==> src/rtl/sorted_insert_pkg.sv <==
// Shared constants and FSM state encoding for the sorted-insert engine.
package sorted_insert_pkg;

    localparam int unsigned DEPTH  = 32;
    localparam int unsigned WIDTH  = 8;
    localparam int unsigned ADDR_W = $clog2(DEPTH);
    localparam int unsigned CNT_W  = $clog2(DEPTH + 1);

    typedef enum logic [2:0] {
        S_IDLE,
        S_RD,
        S_CMP,
        S_PLACE,
        S_DONE
    } state_t;

endpackage

==> src/rtl/sorted_insert_ram.sv <==
// Dual-read, single-write RAM. Both read ports are synchronous (1-cycle latency)
// and return the old word when the same address is written on the same edge.
module ram32x8_dp #(
    parameter int unsigned DEPTH = 32,
    parameter int unsigned WIDTH = 8
) (
    input  logic                     clk,
    input  logic                     we,
    input  logic [$clog2(DEPTH)-1:0] waddr,
    input  logic [WIDTH-1:0]         wdata,
    input  logic                     re_a,
    input  logic [$clog2(DEPTH)-1:0] raddr_a,
    output logic [WIDTH-1:0]         rdata_a,
    input  logic [$clog2(DEPTH)-1:0] raddr_b,
    output logic [WIDTH-1:0]         rdata_b
);

    logic [WIDTH-1:0] mem [DEPTH];

    // Write port plus both registered read ports; no reset so contents survive reset.
    always_ff @(posedge clk) begin
        if (we) begin
            mem[waddr] <= wdata;
        end
        if (re_a) begin
            rdata_a <= mem[raddr_a];
        end
        rdata_b <= mem[raddr_b];
    end

endmodule

==> src/rtl/sorted_insert.sv <==
// Inserts A into a RAM table kept sorted non-decreasing, shifting larger entries
// up one slot at a time from the top. A separate read port serves the searcher.
module sorted_insert
    import sorted_insert_pkg::*;
#(
    parameter int unsigned DEPTH = sorted_insert_pkg::DEPTH,
    parameter int unsigned WIDTH = sorted_insert_pkg::WIDTH
) (
    input  logic                       clk,
    input  logic                       reset,
    input  logic                       start,
    input  logic [WIDTH-1:0]           A,
    input  logic [$clog2(DEPTH)-1:0]   rd_addr,
    output logic [WIDTH-1:0]           rd_data,
    output logic                       done,
    output logic                       err,
    output logic                       busy,
    output logic [$clog2(DEPTH+1)-1:0] count,
    output logic [$clog2(DEPTH)-1:0]   ins_addr
);

    localparam int unsigned A_W = $clog2(DEPTH);
    localparam int unsigned C_W = $clog2(DEPTH + 1);

    state_t           state;
    logic [WIDTH-1:0] a_reg;
    logic [A_W-1:0]   i;

    logic             ram_we;
    logic [A_W-1:0]   ram_waddr;
    logic [WIDTH-1:0] ram_wdata;
    logic             ram_re;
    logic [A_W-1:0]   ram_raddr;
    logic [WIDTH-1:0] ram_rdata;
    logic             shift;

    // RAM control: shift mem[i-1] up in S_CMP, drop a_reg into the gap in S_PLACE.
    always_comb begin
        shift     = (state == S_CMP) && (ram_rdata > a_reg);
        ram_re    = (state == S_RD);
        ram_raddr = i - A_W'(1);
        ram_we    = shift || (state == S_PLACE);
        ram_waddr = i;
        ram_wdata = (state == S_PLACE) ? a_reg : ram_rdata;
    end

    // Insertion FSM with registered status outputs.
    always_ff @(posedge clk or posedge reset) begin
        if (reset) begin
            state    <= S_IDLE;
            count    <= '0;
            done     <= 1'b0;
            err      <= 1'b0;
            busy     <= 1'b0;
            ins_addr <= '0;
            a_reg    <= '0;
            i        <= '0;
        end else begin
            unique case (state)
                S_IDLE: begin
                    if (start) begin
                        a_reg <= A;
                        i     <= count[A_W-1:0];
                        if (count == C_W'(DEPTH)) begin
                            state <= S_DONE;
                            done  <= 1'b1;
                            err   <= 1'b1;
                        end else if (count == '0) begin
                            state <= S_PLACE;
                            busy  <= 1'b1;
                        end else begin
                            state <= S_RD;
                            busy  <= 1'b1;
                        end
                    end
                end
                S_RD: begin
                    state <= S_CMP;
                end
                S_CMP: begin
                    if (shift) begin
                        i     <= i - A_W'(1);
                        state <= (i == A_W'(1)) ? S_PLACE : S_RD;
                    end else begin
                        // Stop above an equal entry so duplicates keep arrival order.
                        state <= S_PLACE;
                    end
                end
                S_PLACE: begin
                    ins_addr <= i;
                    if (count != C_W'(DEPTH)) begin
                        count <= count + C_W'(1);
                    end
                    busy  <= 1'b0;
                    done  <= 1'b1;
                    state <= S_DONE;
                end
                S_DONE: begin
                    // Wait for start to drop so a held request inserts only once.
                    if (!start) begin
                        done  <= 1'b0;
                        err   <= 1'b0;
                        state <= S_IDLE;
                    end
                end
                default: begin
                    state <= S_IDLE;
                end
            endcase
        end
    end

    ram32x8_dp #(
        .DEPTH (DEPTH),
        .WIDTH (WIDTH)
    ) u_ram (
        .clk     (clk),
        .we      (ram_we),
        .waddr   (ram_waddr),
        .wdata   (ram_wdata),
        .re_a    (ram_re),
        .raddr_a (ram_raddr),
        .rdata_a (ram_rdata),
        .raddr_b (rd_addr),
        .rdata_b (rd_data)
    );

endmodule

==> config.mk <==
export PLATFORM = sky130hd
export DESIGN_NAME = sorted_insert
export DESIGN_NICKNAME = d
export VERILOG_FILES = /design/src/rtl/sorted_insert_pkg.sv /design/src/rtl/sorted_insert_ram.sv /design/src/rtl/sorted_insert.sv
export SDC_FILE = /design/constraint.sdc
export NUM_CORES = 1
export LEC_CHECK = 0
export ABC_AREA = 1
export CORE_MARGIN = 2
export CORE_UTILIZATION = 25
export CTS_BUF_LIST = sky130_fd_sc_hd__clkbuf_8
export CTS_CLUSTER_SIZE = 20
export DETAILED_ROUTE_END_ITERATION = 7
export SKIP_LAST_GASP = 1
export SYNTH_ARGS = -nofsm -noshare
export SYNTH_HDL_FRONTEND = slang
export SYNTH_SLANG_ARGS = --single-unit
==> constraint.sdc <==
create_clock -name clk -period 3.7 [get_ports clk]
set_input_delay 0.74 -clock clk [delete_from_list [all_inputs] [get_ports clk]]
set_output_delay 0.74 -clock clk [all_outputs]
set_load 0.02 [all_outputs]
# == After elaboration in Yosys (flattened, before gate mapping) ==
# Memories as Yosys holds them, arrays and structs flattened. A register that Yosys moved wholly into a read port is not among the register bits.
# Cells that the tools add are included.
# totals
ff_bits,30
ram_bits,256
output_inout_bits,22
n_memories,1
# classes
addsub,2
order_cmp,1
n_eq_ne,12
mux,21
reduce_logical,15
# memory_table
memory,words,word_bits,read_ports,rd_clocked_by_memory_dff,wr,line_no,rtl
u_ram.mem,32,8,2,2,1,sorted_insert_ram.sv:18,logic [WIDTH-1:0] mem [DEPTH];
# op_table
operator,count
3-bit case mux with 5 select lines,1
5-bit 2-to-1 mux,2
2-bit inequality test (second input constant),5
5-bit case mux with 2 select lines,1
3-bit 2-to-1 mux,3
8-bit greater-than comparator,1
8-bit 2-to-1 mux,1
4-bit AND reduction,2
1-bit 2-to-1 mux,7
6-bit by 1-bit adder with 6-bit output (second input constant),1
3-bit by 2-bit == test with 1-bit output (second input constant),2
6-bit == test (second input constant),1
6-bit logical NOT,1
2-bit 2-to-1 mux,3
6-bit inequality test (second input constant),1
2-bit AND reduction,3
3-bit AND reduction,2
2-bit nonzero test,3
5-bit by 1-bit == test with 1-bit output (second input constant),1
5-bit by 1-bit subtractor with 5-bit output (second input constant),1
1-bit case mux with 2 select lines,2
3-bit by 1-bit == test with 1-bit output (second input constant),1
3-bit == test (second input constant),1
3-bit logical NOT,1
4 further kinds,4

# == Depth between registers and ports, before layout ==
# depth
ltp_word,5
mapped_depth,14
mapped_depth_nobuf,13

# == Hierarchy ==
# Synthesis repeated with hierarchy kept, for this count alone.
# unflattened
cells_unflattened,1750
hier_area_um2,15464.8
# modules_own_cells
mod,instances,cells_per_inst,area_each_um2,seq_area_each_um2
ram32x8_dp,1,1539,13740.7,8087.8
sorted_insert,1,211,1724.2,750.7

# == Least setup slack after synthesis ==
# Ideal clock, no wire load.
# synth_timing
path_kind,register -> register
from,register state[2]
to,"memory u_ram.mem[0][0], data pin"
setup_time_ps,454
t_arrival_ps,2271
slack_ps,975
stages_incl_launch_ff,6
path_buffers,2
period_less_slack_ps,2725
cell_sequence,dfrtp_1 inv_1 nand3_1 clkbuf_1 clkbuf_1 o21ai_0
# synth_via
elab_chain_cells,2
# synth_lines
element,line_no,rtl
"start, declared",sorted_insert.sv:25,state_t state;
"start signal, assigned",sorted_insert.sv:83,state <= (i == A_W'(1)) ? S_PLACE : S_RD;
3-bit by 2-bit == test with 1-bit output,sorted_insert.sv:44,ram_wdata = (state == S_PLACE) ? a_reg : ram_rdata;
8-bit 2-to-1 mux,sorted_insert.sv:44,
net ram_wdata[0],sorted_insert.sv:31,logic [WIDTH-1:0] ram_wdata;
"end, declared",sorted_insert_ram.sv:18,
# The timed path passes the listed nets, and every way through them passes these cells.

# == Worst setup path in the final report ==
# layout_timing
from,register state[0]
to,"memory u_ram.mem[27][4], enable pin"
# layout_via
elab_chain_cells,5
# layout_lines
element,line_no,rtl
3-bit by 2-bit == test with 1-bit output,sorted_insert.sv:39,shift = (state == S_CMP) && (ram_rdata > a_reg);
1-bit logical AND,sorted_insert.sv:39,
1-bit logical OR *,sorted_insert.sv:42,ram_we = shift || (state == S_PLACE);
1-bit 2-to-1 mux *,sorted_insert_ram.sv:22,if (we) begin
1-bit 2-to-1 mux (implied by the code) *,sorted_insert_ram.sv:23,mem[waddr] <= wdata;
# Mark *: on every way between the ends. The rest lies on a longest branch, timed or not.

==> impl_results.md <==
- Worst-skew pair later-pin latency: 610 ps
- Dpl hpwl: approximately 29,000 um
- Number of flip-flops in the largest register: 256
- Commonest non-fill, non-tap cell in the layout: nand2_1
- H-tree depth: 2
- Sequential element share of the synthesized area: a little under 60%
- Ports: 38
- Synth Register Bits: ~300
- GRT met3 Usage: 2.61%
- DRC marker count from the first detailed-route iteration: 1,396
- Overall global routing resource usage: 15.1%
- Root Buffer: clkbuf_8
- Most frequent cells in the layout: nand2_1 (416), nor2_1 (272), nand3_1 (266), edfxtp_1 (264), o21ai_0 (162)
- DRT antenna net count: 0
- Via count: roughly 13,000
- Crit start category: flip-flop
- Worst vdd ir: 0.470 mV
- CTS Hold Bufs: 0
- Crit-path most repeated cell: nand2_1
- Placer Congestion: a little over 0.8
- CP cell instances: inv_1 -> nand3_1 -> a21oi_1 -> nand2_1 -> nand2_1 -> nand2_1 -> nor2_1
- Crit path time final: 2940 ps
- Initial Utilization: between 20% and 30%
- Mapped Cells: around 1,700
- Synth warn: 0
- Total die area: 62,200 sq um
- Clock-pin slew on the worst setup and hold paths: roughly 60 ps
- Critical path arrival: between 3000 and 4000 ps
- # DRC: 0
- Die Wd: 249 um
- Met1 Resource Use GR: about 20%
- Hold Path Class: reg2reg
- Avg Cell Area, Syn: 9.01 sq um
- Crit path max fanout: 13
- Final Hold Viols: 0
- Routed WL: 48,100 um
- Most flop-heavy register: u_ram.mem
- Post-cts sizing count: 0
- Nets: 1,728
- RSZ-0062 raised after global routing: no
- Grt met2 use: 23.6%
- Final Skew: 19.7 ps
- Clk buf depth: 3
- CTS buffer count: 53
- Status: completed
- Distinct cells, synth: 32
- Buf/Inv on CP: 1
- Crit path max-delay family: simple AND/OR/NAND/NOR gates
- Clk sinks: 302
- WS Path Type: reg2reg
- Max-cap violations: 0
- Number of global-route vias before repair: ~12,000
- Crit. End Element: flip-flop
- DR pass1 iterations: 6
- Setup TNS: 0 ps
- Core area: 59,200 sq um
- Largest net degree at the start of global routing: 108
- Fin crit share: between 70% and 80%
- Slew Limit Fails: 0
- Layout area overhead: 15.2%
- Synth Cell Area: approximately 15,000 sq um
- TritonCTS clock tree: yes
- Port bufs: 37
- Tot Pwr: 14.3 mW
- Slew @ Worst Pin: 1140 ps
- Via/cell ratio: 5.08
- Grt peak-use layer: met2
- WL per Instance: 19.1 um
- Die height: 249 um
- CP max stage delay: slightly above 800 ps
- First-pass GRT wire length: roughly 74,000 um
- Worst EP required: 3930 ps
- Antenna violations before repair: 1
- Post-CTS setup buffers: 0
- Row count: 89
- Grt ovf: 0
- Post-Syn Nets: 1,701
- Fmax: 0.340 GHz
- CP max-delay cell: nor2_1
- Share of cells above drive strength 1: between 8 and 9%
- Relative slew slack: 24.0%
- Leakage: 6.49 nW
- Pwr per Cell Area: 824 nW/um^2
- Setup-failing EPs final: 0
## routing by layer
layer / wire, um / part of all wire, % / vias to the layer above
li1: - / - / 5775
met1: 19800 / 41 / 6120
met2: 22000 / 46 / 744
met3: 4440 / 9.2 / 124
met4: 1880 / 3.9 / 2
met5: 13 / 0.027 / -
## where the power goes
| group | internal [mW] | switching [mW] | leakage (nW) | total (mW) |
|---|---|---|---|---|
| Clock | 1.53 | 1.42 | 0.585 | 2.95 |
| Sequential | 4.73 | 0.217 | 2.83 | 4.95 |
| Combinational | 1.72 | 4.65 | 3.08 | 6.37 |
| Total | 7.98 | 6.29 | 6.49 | 14.3 |
## area by class of cell
type / instances / area, sq um
antenna: 1 / 2.50
clock buffer: 59 / 812
clock inverter: 40 / 199
fill: 6135 / 41900
inverter: 42 / 163
multi-input combinational: 1217 / 5580
sequential: 302 / 8840
tap: 773 / 967
timing repair buffer: 81 / 756
## logic make-up (layout without fill, tap and decap cells)
group	count (synthesis)	after routing	synth area share [%]
compound gates	222	222	7.87
xor+xnor	8	8	0.765
fa+ha+maj	15	15	1.25
buf+inv	151	222	4.35
flops	302	302	58.8
other cells	0	1	0
simple gates	972	972	27.0
## path summary, 6_finish.rpt
| path | to | slack [ps] | from | cells past startpoint |
|---|---|---|---|---|
| max | u_ram.mem[27][4] | 760 | state[0] | 7 |
| min | ins_addr[4] | 490 | ins_addr[4] | 2 |
| max reg2reg | u_ram.mem[27][4] | 760 | state[0] | 7 |
| min reg2reg | ins_addr[4] | 490 | ins_addr[4] | 2 |
| max in group asynchronous | i[0] | 2860 | reset | 3 |
| min in group asynchronous | count[5] | 510 | reset | 3 |
## metrics by stage
step / area [sq um] / std cells / worst slack, ps / utilization, % / hold slack [ps]
after floorplan: 15000 / 1670 / 975 / - / 516
after global placement: 16300 / 2415 / 881 / 27.5 / 477
after detailed placement: 16300 / 2415 / 835 / 27.5 / 477
after CTS: 17300 / 2514 / 835 / 29.2 / 490
after global routing: 17300 / 2514 / 585 / 29.2 / 519
final: 17300 / 2515 / 759 / 29.2 / 488
## tightest hold or removal path, delay by kind of cell, from the launching register on
family / cells / cell delay [ps]
DFF: 1 / 340
and+or+nand+nor: 1 / 50
AOI/OAI and AO/OA: 1 / 60
## Yosys cell counts
cell type,number,area share [%]
nand2_1,416,10
nor2_1,272,6.8
nand3_1,266,8.8
edfxtp_1,264,53
o21ai_0,170,5.7
clkbuf_1,45,1.1
buf_2,44,1.5
inv_1,38,0.95
dfrtp_1,30,5.0
a21oi_1,24,0.80
o211ai_1,24,1.2
buf_1,15,0.37
ha_1,15,1.2
nand3_2,11,0.73
dfxtp_1,8,1.1
xor2_1,4,0.23
buf_6,3,0.22
inv_2,3,0.075
nor3_1,3,0.10
buf_4,2,0.10
nand4_1,2,0.083
a21boi_0,1,0.050
a21o_1,1,0.050
a22o_1,1,0.058
a41oi_1,1,0.058
inv_4,1,0.042
nor2_2,1,0.042
or2_2,1,0.042
xnor2_1,1,0.058
xnor2_4,1,0.18
xor2_2,1,0.11
xor2_4,1,0.18
Power figures use the tool's default switching activity.
